===== config.mk =====
export PLATFORM = sky130hd
export DESIGN_NAME = uart_tx_fifo_flat
export DESIGN_NICKNAME = d
export VERILOG_FILES = /design/src/rtl/uart_tx_fifo_if.sv /design/src/rtl/uart_tx_fifo.sv /design/src/flat_wrapper.sv
export SDC_FILE = /design/constraint.sdc
export NUM_CORES = 1
export LEC_CHECK = 0
export CAP_MARGIN = 0
export CELL_PAD_IN_SITES_DETAIL_PLACEMENT = 1
export CELL_PAD_IN_SITES_GLOBAL_PLACEMENT = 2
export CORE_UTILIZATION = 43
export DETAILED_ROUTE_END_ITERATION = 12
export PLACE_DENSITY_LB_ADDON = 0.1
export REMOVE_ABC_BUFFERS = 1
export SYNTH_ARGS = -nofsm -noshare
export SYNTH_HDL_FRONTEND = slang
export SYNTH_SLANG_ARGS = --single-unit

===== constraint.sdc =====
create_clock -name clk -period 3.34 [get_ports clk]
set_input_delay 0.334 -clock clk [delete_from_list [all_inputs] [get_ports clk]]
set_output_delay 0.334 -clock clk [all_outputs]
set_load 0.01 [all_outputs]

===== src/rtl/uart_tx_fifo_if.sv =====
// rtl/uart_tx_fifo_if.sv - byte write strobe and serial line bundle for uart_tx_fifo
interface uart_tx_fifo_if;
    logic [7:0] in;
    logic       clk_in;
    logic       out;
    logic       full;
    logic       empty;
    logic       busy;

    modport master (output in, clk_in, input out, full, empty, busy);
    modport slave  (input in, clk_in, output out, full, empty, busy);
endinterface


===== src/rtl/uart_tx_fifo.sv =====
// rtl/uart_tx_fifo.sv - buffered 8n1 UART transmitter with a small byte FIFO
module uart_tx_fifo #(
    parameter int o     = 4,
    parameter int depth = 4
) (
    input  logic         clk,
    input  logic         rst_n,
    uart_tx_fifo_if.slave bus
);
    localparam int AW = $clog2(depth);
    localparam int CW = AW + 1;
    localparam int OW = $clog2(o);

    typedef enum logic [1:0] {IDLE, START, DATA, STOP} state_t;

    logic [7:0]    mem [depth];
    logic [AW-1:0] wptr;
    logic [AW-1:0] rptr;
    logic [CW-1:0] count;
    logic [CW-1:0] count_n;
    logic          full_r;
    logic          empty_r;
    logic          wr;
    logic          pop;

    state_t        state;
    state_t        state_n;
    logic [OW-1:0] osc;
    logic [OW-1:0] osc_n;
    logic [2:0]    idx;
    logic [2:0]    idx_n;
    logic [7:0]    sr;
    logic [7:0]    sr_n;
    logic          out_r;
    logic          busy_r;
    logic          last;

    // full is the registered flag, so a write arriving while full is dropped even if a pop coincides
    assign wr   = bus.clk_in & ~full_r;
    assign last = (osc == OW'(o - 1));

    always_ff @(posedge clk) begin
        if (wr) begin
            mem[wptr] <= bus.in;
        end
    end

    always_comb begin
        count_n = count;
        case ({wr, pop})
            2'b10:   count_n = count + CW'(1);
            2'b01:   count_n = count - CW'(1);
            default: count_n = count;
        endcase
    end

    always_ff @(posedge clk or negedge rst_n) begin
        if (!rst_n) begin
            wptr    <= '0;
            rptr    <= '0;
            count   <= '0;
            full_r  <= 1'b0;
            empty_r <= 1'b1;
        end else begin
            if (wr) begin
                wptr <= wptr + AW'(1);
            end
            if (pop) begin
                rptr <= rptr + AW'(1);
            end
            count   <= count_n;
            full_r  <= (count_n == CW'(depth));
            empty_r <= (count_n == '0);
        end
    end

    always_comb begin
        state_n = state;
        osc_n   = osc;
        idx_n   = idx;
        sr_n    = sr;
        pop     = 1'b0;
        case (state)
            IDLE: begin
                if (!empty_r) begin
                    pop     = 1'b1;
                    sr_n    = mem[rptr];
                    osc_n   = '0;
                    state_n = START;
                end
            end
            START: begin
                if (last) begin
                    osc_n   = '0;
                    idx_n   = '0;
                    state_n = DATA;
                end else begin
                    osc_n = osc + OW'(1);
                end
            end
            DATA: begin
                if (last) begin
                    osc_n = '0;
                    sr_n  = {1'b0, sr[7:1]};
                    idx_n = idx + 3'd1;
                    if (idx == 3'd7) begin
                        state_n = STOP;
                    end
                end else begin
                    osc_n = osc + OW'(1);
                end
            end
            STOP: begin
                if (last) begin
                    osc_n = '0;
                    if (!empty_r) begin
                        pop     = 1'b1;
                        sr_n    = mem[rptr];
                        state_n = START;
                    end else begin
                        state_n = IDLE;
                    end
                end else begin
                    osc_n = osc + OW'(1);
                end
            end
            default: state_n = IDLE;
        endcase
    end

    // line level is decoded from the next state so out is a plain flop
    always_ff @(posedge clk or negedge rst_n) begin
        if (!rst_n) begin
            state  <= IDLE;
            osc    <= '0;
            idx    <= '0;
            sr     <= '0;
            out_r  <= 1'b1;
            busy_r <= 1'b0;
        end else begin
            state  <= state_n;
            osc    <= osc_n;
            idx    <= idx_n;
            sr     <= sr_n;
            out_r  <= (state_n == START) ? 1'b0 :
                      (state_n == DATA)  ? sr_n[0] : 1'b1;
            busy_r <= (state_n != IDLE);
        end
    end

    assign bus.out   = out_r;
    assign bus.busy  = busy_r;
    assign bus.full  = full_r;
    assign bus.empty = empty_r;
endmodule


===== src/flat_wrapper.sv =====
// flat-port wrapper written by rule: the top's interface ports become plain ports
module uart_tx_fifo_flat 
#(
    parameter int o     = 4,
    parameter int depth = 4
)
  (clk, rst_n, bus_in, bus_clk_in, bus_out, bus_full, bus_empty, bus_busy);
  uart_tx_fifo_if bus_i ();
  input  logic clk;
  input  logic rst_n;
  input wire logic [$bits(bus_i.in)-1:0] bus_in;
  input wire logic [$bits(bus_i.clk_in)-1:0] bus_clk_in;
  output wire logic [$bits(bus_i.out)-1:0] bus_out;
  output wire logic [$bits(bus_i.full)-1:0] bus_full;
  output wire logic [$bits(bus_i.empty)-1:0] bus_empty;
  output wire logic [$bits(bus_i.busy)-1:0] bus_busy;
  assign bus_i.in = bus_in;
  assign bus_i.clk_in = bus_clk_in;
  assign bus_out = bus_i.out;
  assign bus_full = bus_i.full;
  assign bus_empty = bus_i.empty;
  assign bus_busy = bus_i.busy;
  uart_tx_fifo #(.o(o), .depth(depth)) u_core (.clk(clk), .rst_n(rst_n), .bus(bus_i));
endmodule

==> flow_metrics.env <==
export IMPL_grt_overflow_total=0
export IMPL_grt_usage=0.1700
export IMPL_syn_inst=172
export IMPL_die_w_um=79.71
export IMPL_viasPerCell=5.378
export IMPL_grt_pass1_wl_um=7507
export IMPL_vdd_ir_drop_worst_uv=581.0
export IMPL_die_h_um=79.71
export IMPL_h_tree_depth=3
export IMPL_drv_cap=0
export IMPL_crit_chain="inv_1 > ha_1 > a21oi_4 > nor3_1 > ha_1 > fa_1 > mux2_2 > or2_2 > nor2b_1"
export IMPL_cp_slowest_cell="dfrtp_1"
export IMPL_drcViolationCount=0
export IMPL_worstSetupPathType="flop to flop"
export IMPL_layout_commonest_cell="edfxtp_1"
export IMPL_slowest_delay_ns=0.46
export IMPL_cts_root_buf="clkbuf_8"
export IMPL_yosys_warnings=0
export IMPL_clk_pin_slew_ns=0.07
export IMPL_place_congestion=0.7264
export IMPL_clock_skew_final_ns=0.005806
export IMPL_hp_class="primary input to asynchronous set/reset pin"
export IMPL_hold_viol_final=0
export IMPL_first_pass_iters=4
export IMPL_max_freq_mhz=354.7
export IMPL_port_buffers=14
export IMPL_period_minus_slack_ns=2.819
export IMPL_min_period_over_period=0.8440
export IMPL_final_util=0.5333
export IMPL_rsz0062_at_grt="false"
export IMPL_cpLargestDelayFamily="adder cells"
export IMPL_grt_max_degree=27
export IMPL_antenna_found_initial=0
export IMPL_r2r_end="u_core.bus.full"
export IMPL_ant_nets=0
export IMPL_setup_slack_ns=0.5210
export IMPL_pre_cts_ws_ns=0.5275
export IMPL_async_flop_share=0.4483
export IMPL_ios=15
export IMPL_reg2reg_depth=9
export IMPL_startpoint_type="flop"
export IMPL_area_growth_pct=16.58
export IMPL_drive_above_1_share=0.1487
export IMPL_drt_iter0_markers=47
export IMPL_vias=1436
export IMPL_initial_core_util=0.4575
export IMPL_synth_ff_type="edfxtp_1"
export IMPL_layout_common_cells="32 x edfxtp_1, 24 x dfrtp_1, 18 x nand2_1"
export IMPL_synth_cell_types=40
export IMPL_netlist_area_um2=2596
export IMPL_fin_nets=215
export IMPL_hpwl_um=3247
export IMPL_n_fill_cell=543
export IMPL_p_total_mw=2.897
export IMPL_worstPathMaxFanout=7
export IMPL_r2r_start="u_core.state[1]"
export IMPL_ctsHoldBuffers=0
export IMPL_n_antenna_cell=0
export IMPL_clock_path_buffers=2
export IMPL_fp_row_count=27
export IMPL_synth_edff_count=32
export IMPL_finalWirelength_um=4617
export IMPL_place_area_um2=2786
export IMPL_insertion_delay_ns=0.33
export IMPL_cts_resized=0
export IMPL_leakagePower_nw=1.221
export IMPL_rrSetupSlack_ns=0.52
export IMPL_die_area_um2=6353
export IMPL_crit_arrival_ns=3.08
export IMPL_crit_required_ns=3.60
export IMPL_crit_path_frequent_cell="ha_1"
export IMPL_wire_per_inst_um=17.29
export IMPL_crit_buf_inv=1
export IMPL_core_region_area_um2=5675
export IMPL_synth_seq_area_share=0.6217
export IMPL_slew_viol_final=0
export IMPL_synth_ff_latch_count=58
export IMPL_outcome="complete, no violations"
export IMPL_grt_pass1_vias=1499
export IMPL_post_cts_setup_buffers=0
export IMPL_tns_ns=0
export IMPL_p_per_area_nw_per_um2=957.2
export IMPL_cts_tree="built"
export IMPL_worst_pin_slew_ns=0.6736
export IMPL_numClockSinks=58
export IMPL_cts_inserted_buffers=9
export IMPL_post_synth_cell_area_avg_um2=15.09
export IMPL_maxSlewHeadroom=0.5472
export IMPL_finalSetupViolations=0
export IMPL_postLayoutCellArea_um2=3027
export IMPL_critPathCaptureType="flop"
==> synthesized netlist by cell type (all sizes together), types with 2 or more instances <==
cell / count / area, µm²
or2: 3 / 18.77
dfstp: 2 / 52.55
a22oi: 7 / 52.55
edfxtp: 32 / 960.9
nor3: 4 / 20.02
o21ai: 6 / 30.03
nor2b: 4 / 25.02
inv: 9 / 33.78
ha: 13 / 162.7
clkbuf: 4 / 16.26
nand2: 18 / 67.56
nor2: 4 / 15.01
a21o: 2 / 15.01
mux2: 2 / 22.52
mux4: 8 / 206.5
xor2: 2 / 17.52
a32o: 2 / 20.02
and2: 4 / 25.02
dfrtp: 24 / 600.6
buf: 4 / 31.27
xnor2: 4 / 35.03
==> layer usage <==
| metal | global-route usage | wire length [µm] | part of all wire | vias up |
|---|---|---|---|---|
| li1 | - | - | - | 674 |
| met1 | 0.2012 | 2038 | 0.44 | 733 |
| met2 | 0.2786 | 2332 | 0.51 | 22 |
| met3 | 0.05829 | 167 | 0.036 | 7 |
| met4 | 0.07636 | 79 | 0.017 | 0 |
| met5 | 0 | 0 | 0 | - |
==> cell families (layout without fill, tap and decap cells) <==
logic type	after synthesis	in the layout	share of synthesized area
AO/OA/AOI/OAI	25	25	0.07952
AND/OR/NAND/NOR	41	41	0.08481
adder cells (fa/ha/maj)	14	14	0.07036
XOR/XNOR	6	6	0.02024
multiplexers	11	11	0.09205
buffers and inverters	17	40	0.03132
flip-flops	58	58	0.6217
==> final cells by class <==
| class | count | area (µm²) | area share |
|---|---|---|---|
| multi-input combinational | 97 | 900.9 | 0.2976 |
| tap | 72 | 90.09 | 0.02976 |
| inverter | 9 | 33.78 | 0.01116 |
| clock buffer | 9 | 123.9 | 0.04093 |
| clock inverter | 7 | 116.4 | 0.03845 |
| timing repair buffer | 15 | 147.6 | 0.04878 |
| sequential | 58 | 1614 | 0.5333 |
==> sequential cells by signal (all words and copies together) (netlist names) <==
name	cells
u_core.mem	32
u_core.sr	8
u_core.count	3
u_core.idx	3
u_core.osc	2
u_core.rptr	2
u_core.state	2
u_core.wptr	2
u_core.bus.busy	1
u_core.bus.empty	1
u_core.bus.full	1
u_core.bus.out	1
==> power breakdown <==
group / internal [mW] / switching (mW) / total [mW]
registers: 0.996 / 0.167 / 1.16
logic: 0.462 / 0.489 / 0.951
clock network: 0.495 / 0.288 / 0.783
==> per-stage QoR <==
step,cells,hold slack (ns)
finish,267,0.3762
global route,267,0.3932
CTS,267,0.3672
detailed placement,251,0.4656
global placement,251,0.4535
floorplan,164,0.03841
==> worst max-delay path by stage <==
stage | slack, ns | startpoint | cells past startpoint | endpoint
2_1_floorplan | 0.85 | u_core.state[1] | 9 | u_core.bus.full
3_3_place_gp | 0.63 | bus_clk_in | 8 | u_core.bus.full
3_5_place_dp | 0.53 | u_core.state[1] | 9 | u_core.bus.full
4_1_cts | 0.49 | u_core.state[1] | 9 | u_core.bus.full
5_1_grt | 0.29 | u_core.state[1] | 9 | u_core.bus.full
6_report | 0.52 | u_core.state[1] | 9 | u_core.bus.full
Note: power is estimated with default switching activity, not from simulation.
